--- config.mk ---
export PLATFORM = sky130hd
export DESIGN_NAME = debounce_edge
export DESIGN_NICKNAME = d
export VERILOG_FILES = /design/src/rtl/debounce_pkg.sv /design/src/rtl/debounce_edge.sv
export SDC_FILE = /design/constraint.sdc
export NUM_CORES = 1
export LEC_CHECK = 0
export BUFFER_PORTS_ARGS = -buffer_cell sky130_fd_sc_hd__buf_4
export CAP_MARGIN = 10
export CORE_AREA = 2 2 39 41
export DETAILED_ROUTE_END_ITERATION = 8
export DIE_AREA = 0 0 41 43
export HOLD_SLACK_MARGIN = 0.06
export PLACE_DENSITY = 0.54
export REMOVE_ABC_BUFFERS = 1
export SETUP_SLACK_MARGIN = 0.15
export SLEW_MARGIN = 20
export SYNTH_ARGS = -nofsm -noshare
export SYNTH_HDL_FRONTEND = slang
export SYNTH_SLANG_ARGS = --single-unit
--- constraint.sdc ---
create_clock -name clk -period 1.3 [get_ports clk]
set_clock_uncertainty 0.15 [all_clocks]
set_input_delay 0.26 -clock clk [delete_from_list [all_inputs] [get_ports clk]]
set_output_delay 0.26 -clock clk [all_outputs]
set_load 0.02 [all_outputs]
--- src/rtl/debounce_pkg.sv ---
// Shared types for the debounce_edge block: FSM state encoding and edge-counter width.
package debounce_pkg;

  localparam int EDGE_CNT_W = 8;

  typedef enum logic [1:0] {
    LOW       = 2'd0,
    WAIT_HIGH = 2'd1,
    HIGH      = 2'd2,
    WAIT_LOW  = 2'd3
  } state_t;

endpackage

--- src/rtl/debounce_edge.sv ---
// Debouncer with registered level plus one-cycle rise/fall pulses.
// Optional accepted-rise counter on edge_cnt when DEBOUNCE_EDGE_CNT_EN is defined.
//   state     | meaning
//   LOW       | level 0, input agrees
//   WAIT_HIGH | level 0, counting consecutive 1 samples
//   HIGH      | level 1, input agrees
//   WAIT_LOW  | level 1, counting consecutive 0 samples
module debounce_edge
  import debounce_pkg::*;
#(
  parameter int unsigned STABLE_CYCLES = 4
) (
  input  logic clk,
  input  logic reset,
  input  logic d_in,
  output logic level,
  output logic rise,
  output logic fall
`ifdef DEBOUNCE_EDGE_CNT_EN
  ,
  output logic [EDGE_CNT_W-1:0] edge_cnt
`endif
);

  localparam int CNT_W = $clog2(STABLE_CYCLES + 1);
  localparam logic [CNT_W-1:0] CNT_ONE  = CNT_W'(1);
  localparam logic [CNT_W-1:0] CNT_LAST = CNT_W'(STABLE_CYCLES - 1);

  state_t           state_q, state_d;
  logic [CNT_W-1:0] cnt_q, cnt_d;
  logic             level_q, level_d;
  logic             rise_q, rise_d;
  logic             fall_q, fall_d;

  always_comb begin
    state_d = state_q;
    cnt_d   = cnt_q;
    level_d = level_q;
    rise_d  = 1'b0;
    fall_d  = 1'b0;
    case (state_q)
      LOW: begin
        if (d_in) begin
          state_d = WAIT_HIGH;
          cnt_d   = CNT_ONE;
        end
      end
      WAIT_HIGH: begin
        if (!d_in) begin
          state_d = LOW;
          cnt_d   = '0;
        end else if (cnt_q == CNT_LAST) begin
          state_d = HIGH;
          cnt_d   = '0;
          level_d = 1'b1;
          rise_d  = 1'b1;
        end else begin
          cnt_d = cnt_q + CNT_ONE;
        end
      end
      HIGH: begin
        if (!d_in) begin
          state_d = WAIT_LOW;
          cnt_d   = CNT_ONE;
        end
      end
      WAIT_LOW: begin
        if (d_in) begin
          state_d = HIGH;
          cnt_d   = '0;
        end else if (cnt_q == CNT_LAST) begin
          state_d = LOW;
          cnt_d   = '0;
          level_d = 1'b0;
          fall_d  = 1'b1;
        end else begin
          cnt_d = cnt_q + CNT_ONE;
        end
      end
      default: begin
        state_d = LOW;
        cnt_d   = '0;
        level_d = 1'b0;
      end
    endcase
  end

  always_ff @(posedge clk) begin
    if (reset) begin
      state_q <= LOW;
      cnt_q   <= '0;
      level_q <= 1'b0;
      rise_q  <= 1'b0;
      fall_q  <= 1'b0;
    end else begin
      state_q <= state_d;
      cnt_q   <= cnt_d;
      level_q <= level_d;
      rise_q  <= rise_d;
      fall_q  <= fall_d;
    end
  end

  assign level = level_q;
  assign rise  = rise_q;
  assign fall  = fall_q;

`ifdef DEBOUNCE_EDGE_CNT_EN
  logic [EDGE_CNT_W-1:0] edge_cnt_q;

  // Advances on the same edge that raises the rise pulse, so both are visible together.
  always_ff @(posedge clk) begin
    if (reset) begin
      edge_cnt_q <= '0;
    end else if (rise_d) begin
      edge_cnt_q <= edge_cnt_q + EDGE_CNT_W'(1);
    end
  end

  assign edge_cnt = edge_cnt_q;
`else
  // Counter not built; edge_cnt port is absent.
`endif

endmodule

==> qor.csv, run 1 <==
stage;metric;value;unit
global_routing;initial antenna violation count;0;
global_routing;maximum number of pins on one net before global-route repair;10;
critical_path;kind of start point of the critical path;flop;
sta;fmax;756;MHz
critical_path;Critical Path Sink;cnt_q[2];
sta;transition time of the tightest slew-check pin;0.211;ns
power_and_ir_drop;worst-case vdd ir drop;0.000593;V
clock_network;CTS tree;yes;
sta;slew margin rel.;85.8;%
drt;detail-routed net length per standard cell;11.8;um
critical_path;Crit. path cell count;4;
die;area enclosed by the die boundary;1760;sq um
power_and_ir_drop;design internal power;0.405;mW
finish;fillers;140;
critical_path;Arrival @ worst endpoint;1.36;ns
power_and_ir_drop;power share of the combinational group;14.7;%
synthesis;post-synthesis cell area;360;sq um
critical_path;launching instance or port of the critical path;cnt_q[0];
global_routing;final global-route overflow total;0;
finish;register cell area after layout;166;sq um
place;Post-DP Area;454;sq um
die;die span in y;43;um
die;die extent in x;41;um
clock_network;CTS H-Tree Depth;1;
finish;area growth from synthesis to layout;58.7;%
power_and_ir_drop;sequential cell fraction of total power;49.2;%
sta;clock period minus final worst setup slack;1.32;ns
drt;overall via count from detail_route;303;
sta;post-route clock period utilization;102;%
synthesis;Yosys Warn Count;0;
critical_path;critical path class;flop to flop;
critical_path;Worst Path Required;1.34;ns
synthesis;synth top area cells;sky130_fd_sc_hd__dfxtp_1 (44%), sky130_fd_sc_hd__nor4b_1 (4.9%), sky130_fd_sc_hd__xor2_2 (4.5%), sky130_fd_sc_hd__a21oi_1 (4.2%), sky130_fd_sc_hd__a2111oi_2 (4.2%);
synthesis;post-synth cell types;22;
synthesis;#FFs+latches synth;8;
critical_path;type of destination of the critical path;flop;
critical_path;endpoint of the lowest-slack register-to-register path;cnt_q[2];
die;number of primary I/O pins;6;
drt;DRC Markers;0;
critical_path;Worst path max stage delay;0.33;ns
global_routing;global-route wire length before repair;1.32;mm
power_and_ir_drop;Leak Pwr;0.222;nW
finish;Antenna diodes;0;
sta;setup repair after global routing missed its margin;true;
critical_path;startpoint of the worst-slack reg-to-reg timing path;cnt_q[0];
die;initial core utilization;26.0;%
die;core area;1380;sq um
clock_network;clock slew seen by the registers of the worst setup and hold paths;0.05;ns
drt;number of DRC markers after the initial detailed-route iteration;2;
drt;Detailed Routing Iterations Pass 1;2;
power_and_ir_drop;part of the total power dissipated in the clock network;36.1;%
global_routing;Total Routing Usage GR;11.4;%
power_and_ir_drop;power spent charging and discharging nets;0.126;mW
synthesis;number of cells produced by synthesis;34;
sta;fin. max-slew vios;0;
finish;share of post-route cells with drive strength above 1;70.0;%
place;RD Place Congestion;0.676;
sta;number of hold violations in the final report;0;
job;number of maximum-capacitance constraint violations;0;
clock_network;clk buf depth;2;
critical_path;Largest delay share family, worst path;simple AND/OR/NAND/NOR gates;
finish;post-route cell area;572;sq um
drt;routed via count divided by cell count;4.59;
sta;final setup slack of the worst path;-0.0223;ns
sta;Total Negative Setup Slacks;-0.0223;ns
clock_network;Hold Buf Count CTS;0;
drt;count of nets left with antenna violations after detail routing;0;
sta;Final setup violation count;1;
critical_path;Max Fanout on Critical Path;3;
place;HPWL Detailed;461;um
clock_network;clock tree sinks;8;
clock_network;master cell of the clock root buffer;sky130_fd_sc_hd__clkbuf_4;
synthesis;area fraction of the dominant cell type after synthesis;44.4;%
critical_path;slowest cell on the critical path;sky130_fd_sc_hd__dfxtp_2;
die;number of cell rows;14;
clock_network;clock latency at the later pin of the worst-skew pair;0.26;ns
synthesis;share of synthesized area occupied by flip-flops and latches;44.4;%
drt;Detailed Route WL;776;um
finish;area of the multi-input gates;239;sq um
outcome;failing checks;negative setup slack;
power_and_ir_drop;power per cell area;928;nW/um^2
synthesis;Post-Syn Area per Cell;10.6;sq um
synthesis;cell type with the highest aggregate area in the netlist;sky130_fd_sc_hd__dfxtp_1;
place;count of input and output buffers;5;
critical_path;Cell Chain, Critical Path;ha_4, or2b_1, mux2_4, nor3b_2;
power_and_ir_drop;Sw Ratio;23.7;%
critical_path;Worst R2R Setup Slack;-0.02;ns
outcome;status;finished, violations left;
critical_path;Critical path buffers and inverters;0;
finish;Final Net Count;56;
clock_network;total clock buffers created by CTS;3;
global_routing;vias in the first global route;299;
critical_path;number of cells on the worst reg-to-reg path;4;
hold_path;worst hold path type;primary input to flop;
-- cells in the final DEF, fill, tap and decap left out, drive strengths merged, types with 2 or more instances in the layout --
master	count
dfxtp	8
a21oi	3
nand3b	2
nor4b	2
nand2	2
clkbuf	3
buf	15
-- worst min path at each step --
stage | startpoint | end | slack [ns] | depth (start not counted)
final | reset | flop | 0.10 | 2
after global routing | reset | flop | 0.12 | 2
after floorplan | reset | flop | 0.18 | 1
after global placement | cnt_q[1] | cnt_q[1] | 0.34 | 2
after CTS | reset | cnt_q[1] | 0.1 | 2
after detailed placement | cnt_q[1] | cnt_q[1] | 0.34 | 2
-- final cells by class --
class	instances	area share [%]
Inverter	1	0.656
Clock buffer	3	3.94
Tap cell	16	3.50
Sequential cell	8	29.1
Timing Repair Buffer	15	21.0
Multi-Input combinational cell	23	41.8
-- cells by family after synthesis --
kind of cell	share of synthesized area, %
XOR/XNOR	6.95
flip-flops	44.4
AND/OR/NAND/NOR	23.6
buffers and inverters	3.47
multiplexers	4.17
AO/OA/AOI/OAI	13.9
adder cells (fa/ha/maj)	3.47
-- per-layer routing --
layer,vias to the layer above,track usage [%],routed length (um)
met1,136,15.6,347
met2,7,14.7,361
met4,0,8.00,28
met5,-,0,0
met3,4,3.14,38
li1,156,-,-
-- through the flow --
stage,instances,hold slack [ns],total power [mW],worst slack [ns],util (%)
after global routing,66,0.120,0.551,-0.0745,41.3
after floorplan,32,0.179,0.290,-0.0473,-
final,66,0.105,0.531,-0.0223,41.3
after CTS,63,0.0976,0.519,-0.0331,37.9
after detailed placement,59,0.336,0.321,-0.0855,32.8
after global placement,59,0.343,0.321,-0.0605,32.8
-- synth_stat cells --
master,number
sky130_fd_sc_hd__dfxtp_1,8
sky130_fd_sc_hd__a21oi_1,3
sky130_fd_sc_hd__nand2_1,2
sky130_fd_sc_hd__nand3b_1,2
sky130_fd_sc_hd__nor4b_1,2
sky130_fd_sc_hd__a2111oi_2,1
sky130_fd_sc_hd__and3b_2,1
sky130_fd_sc_hd__buf_2,1
sky130_fd_sc_hd__clkbuf_1,1
sky130_fd_sc_hd__ha_1,1
sky130_fd_sc_hd__inv_1,1
sky130_fd_sc_hd__mux2_4,1
sky130_fd_sc_hd__nor2_1,1
sky130_fd_sc_hd__nor3_1,1
sky130_fd_sc_hd__nor3b_2,1
sky130_fd_sc_hd__o2111ai_1,1
sky130_fd_sc_hd__o21ai_0,1
sky130_fd_sc_hd__o22ai_1,1
sky130_fd_sc_hd__or2_2,1
sky130_fd_sc_hd__or2b_1,1
sky130_fd_sc_hd__xnor2_1,1
sky130_fd_sc_hd__xor2_2,1
-- power by group through the flow --
stage | Sequential, mW | Combinational (mW) | Clock [mW]
after floorplan | 0.266 | 0.0234 | 0
after global placement | 0.263 | 0.0585 | 0
after detailed placement | 0.263 | 0.0585 | 0
after CTS | 0.261 | 0.0647 | 0.193
after global routing | 0.262 | 0.0861 | 0.203
final | 0.261 | 0.0781 | 0.192
-- timing repair --
| action | in CTS | in global routing |
|---|---|---|
| buffers inserted | 1 | 3 |
| gates resized for setup | 11 | 5 |
| endpoints found under the hold margin | 0 | 0 |
| setup endpoints to repair | 9 | 9 |
| pin swaps | 8 | 5 |
No activity file was read; power rests on OpenSTA's default activity.
==> run 2: changes to the inputs <==
GPL_TIMING_DRIVEN = 0   (was unset)
PLACE_DENSITY = unset   (was 0.54)
==> run 2 against run 1 <==
Compared with the run above:
- the flow still finishes with violations (negative setup slack)
- sequential cell count is the same
- worst setup slack lost 0.013 ns
- total power shrank 5.4%
- combinational power shrank 34%
- sequential power is essentially flat
- critical path type unchanged
- critical endpoint unchanged
- largest power group unchanged
- highest routed layer unchanged
==> qor.csv, run 2 (synthesis gave the netlist of run 1 again) <==
stage;metric;value;unit;change
outcome;status;finished, violations left;;
outcome;failing checks;negative setup slack;;
drt;highest layer used for signal routing;met4;;
finish;Final Net Count;48;;-14%
sta;Total Negative Setup Slacks;-0.0357;ns;-0.0134 ns
critical_path;Max Fanout on Critical Path;4;;+1
sta;setup repair after global routing missed its margin;true;;
power_and_ir_drop;power per cell area;1040;nW/um^2;+12%
critical_path;slowest cell on the critical path;sky130_fd_sc_hd__dfxtp_2;;
sta;transition time of the tightest slew-check pin;0.256;ns;+0.0450 ns
sta;fmax;749;MHz;-1.0%
global_routing;final global-route overflow total;0;;unchanged
sta;clock period minus final worst setup slack;1.34;ns;+0.0134 ns
clock_network;clk buf depth;2;;unchanged
place;worst slack at placement;-0.0966;ns;-0.0110 ns
sta;number of hold violations in the final report;0;;unchanged
place;Placed Cells incl. Taps;53;;-10%
critical_path;number of cells on the worst reg-to-reg path;4;;unchanged
power_and_ir_drop;power spent charging and discharging nets;0.114;mW;-9.3%
drt;number of DRC markers after the initial detailed-route iteration;2;;unchanged
critical_path;endpoint of the lowest-slack register-to-register path;cnt_q[2];;
critical_path;critical path class;flop to flop;;
place;HPWL Detailed;420;um;-8.7%
hold_path;worst hold path type;primary input to flop;;
critical_path;Cell Chain, Critical Path;ha_4, or2b_1, mux2_4, nor3b_2;;
power_and_ir_drop;sequential cell fraction of total power;52.3;%;+3.1 points
place;RD Place Congestion;0.664;;-1.8%
clock_network;CTS tree;yes;;
clock_network;clock slew seen by the registers of the worst setup and hold paths;0.06;ns;about the same
drt;wl on met1;295;um;-15%
power_and_ir_drop;part of the total power dissipated in the clock network;37.4;%;+1.3 points
finish;area growth from synthesis to layout;33.7;%;
critical_path;startpoint of the worst-slack reg-to-reg timing path;cnt_q[0];;
clock_network;master cell of the clock root buffer;sky130_fd_sc_hd__clkbuf_4;;
clock_network;CTS H-Tree Depth;1;;unchanged
global_routing;maximum number of pins on one net before global-route repair;10;;unchanged
hold_path;Min-Delay Startpoint;reset;;
hold_path;cell count of the worst hold path;2;;unchanged
global_routing;vias in the first global route;267;;-11%
power_and_ir_drop;Final Power;0.502;mW;-5.4%
drt;Detailed Routing Iterations Pass 1;2;;unchanged
sta;slew margin rel.;82.7;%;-3.0 points
critical_path;Worst Path Required;1.33;ns;about the same
finish;share of post-route cells with drive strength above 1;54.8;%;-15 points
critical_path;Largest delay share family, worst path;simple AND/OR/NAND/NOR gates;;
finish;number of cells in the finished layout apart from fillers;58;;-12%
power_and_ir_drop;Sw Ratio;22.8;%;-0.98 points
place;count of input and output buffers;5;;unchanged
die;initial core utilization;26.0;%;unchanged
power_and_ir_drop;Leak Pwr;0.176;nW;-21%
critical_path;Arrival @ worst endpoint;1.37;ns;about the same
power_and_ir_drop;worst-case vdd ir drop;0.000706;V;+19%
finish;Antenna diodes;0;;unchanged
drt;routed wire length on met2;296;um;-18%
critical_path;Worst R2R Setup Slack;-0.04;ns;about the same
sta;post-route clock period utilization;103;%;+1.0 points
die;number of primary I/O pins;6;;unchanged
drt;count of nets left with antenna violations after detail routing;0;;unchanged
global_routing;initial antenna violation count;0;;unchanged
drt;Detailed Route WL;633;um;-18%
job;number of maximum-capacitance constraint violations;0;;unchanged
power_and_ir_drop;power share of the combinational group;10.3;%;-4.4 points
clock_network;clock tree sinks;8;;unchanged
global_routing;Total Routing Usage GR;10.4;%;-0.98 points
clock_network;total clock buffers created by CTS;3;;unchanged
sta;final setup slack of the worst path;-0.0357;ns;-0.0134 ns
sta;fin. max-slew vios;0;;unchanged
global_routing;global-route wire length before repair;1.14;mm;-14%
critical_path;Worst path max stage delay;0.34;ns;about the same
finish;fillers;148;;+5.7%
clock_network;clock latency at the later pin of the worst-skew pair;0.25;ns;about the same
die;die extent in x;41;um;unchanged
critical_path;Critical path buffers and inverters;0;;unchanged
die;die span in y;43;um;unchanged
power_and_ir_drop;design internal power;0.388;mW;-4.1%
sta;Final setup violation count;1;;unchanged
drt;DRC Markers;0;;unchanged
die;area enclosed by the die boundary;1760;sq um;unchanged
die;number of cell rows;14;;unchanged
finish;commonest non-fill, non-tap cell in the layout;sky130_fd_sc_hd__buf_4;;
drt;routed via count divided by cell count;4.79;;+4.4%
drt;metal3 WL;31;um;-18%
critical_path;type of destination of the critical path;flop;;
drt;detail-routed net length per standard cell;10.9;um;-7.2%
critical_path;kind of start point of the critical path;flop;;
finish;commonest non-fill, non-tap cells in the layout;sky130_fd_sc_hd__buf_4 (6), sky130_fd_sc_hd__dfxtp_1 (5), sky130_fd_sc_hd__dfxtp_2 (3), sky130_fd_sc_hd__clkbuf_4 (3);;
die;core area;1380;sq um;unchanged
drt;overall via count from detail_route;278;;-8.3%
[run 2: changes by cell type in the layout (fill, tap and decap cells not counted), sizes merged]
cell / delta
buf: -8
[run 2: power by group through the flow]
stage | Clock [mW] | Combinational, mW | Sequential (mW)
5_1_grt | 0.206 | 0.0573 | 0.264
3_3_place_gp | 0 | 0.0426 | 0.265
2_1_floorplan | 0 | 0.0234 | 0.266
4_1_cts | 0.196 | 0.0458 | 0.263
6_report | 0.188 | 0.0517 | 0.263
3_5_place_dp | 0 | 0.0431 | 0.265
[run 2: how the worst max path moves through the flow]
stage / start / to / slack, ns / depth (start not counted)
global placement: cnt_q[0] / cnt_q[2] / -0.08 / 4
finish: cnt_q[0] / cnt_q[2] / -0.04 / 4
detailed placement: cnt_q[0] / cnt_q[2] / -0.1 / 4
CTS: cnt_q[0] / cnt_q[2] / -0.04 / 4
global route: cnt_q[0] / cnt_q[2] / -0.09 / 4
floorplan: cnt_q[0] / cnt_q[2] / -0.05 / 4
[run 2: timing repair]
action | in CTS | in global routing
gates resized for setup | 8 | 2
buffers inserted | 1 | 1
setup endpoints to repair | 9 | 9
hold buffers | 0 | 0
[run 2: worst reg2reg max path, stage by stage, from the launching register on]
cell,delay (ns)
sky130_fd_sc_hd__dfxtp_2,0.34
sky130_fd_sc_hd__ha_4,0.17
sky130_fd_sc_hd__or2b_1,0.21
sky130_fd_sc_hd__mux2_4,0.26
sky130_fd_sc_hd__nor3b_2,0.14
[run 2: area by class of cell]
| cell class | count | area, sq um | share of cell area, % |
|---|---|---|---|
| flip-flops and latches | 8 | 164 | 34.0 |
| clock buffers | 3 | 22.5 | 4.68 |
| well taps | 16 | 20.0 | 4.16 |
| multi-input cells | 23 | 215 | 44.7 |
| inverters | 1 | 3.75 | 0.779 |
| repair buffers | 7 | 56.3 | 11.7 |
[run 2: per-stage QoR]
stage | hold WS, ns | utilization, % | area (sq um)
after floorplan | 0.179 | - | 352
after global placement | 0.328 | 29.6 | 409
after detailed placement | 0.339 | 29.6 | 409
after CTS | 0.0897 | 33.6 | 465
after global routing | 0.115 | 34.8 | 482
final | 0.108 | 34.8 | 482
[run 2: per-layer routing]
| layer | global-route usage, % | vias up |
|---|---|---|
| li1 | - | 141 |
| met1 | 12.5 | 128 |
| met2 | 12.8 | 7 |
| met3 | 6.28 | 2 |
| met4 | 8.00 | 0 |
| met5 | 0 | - |
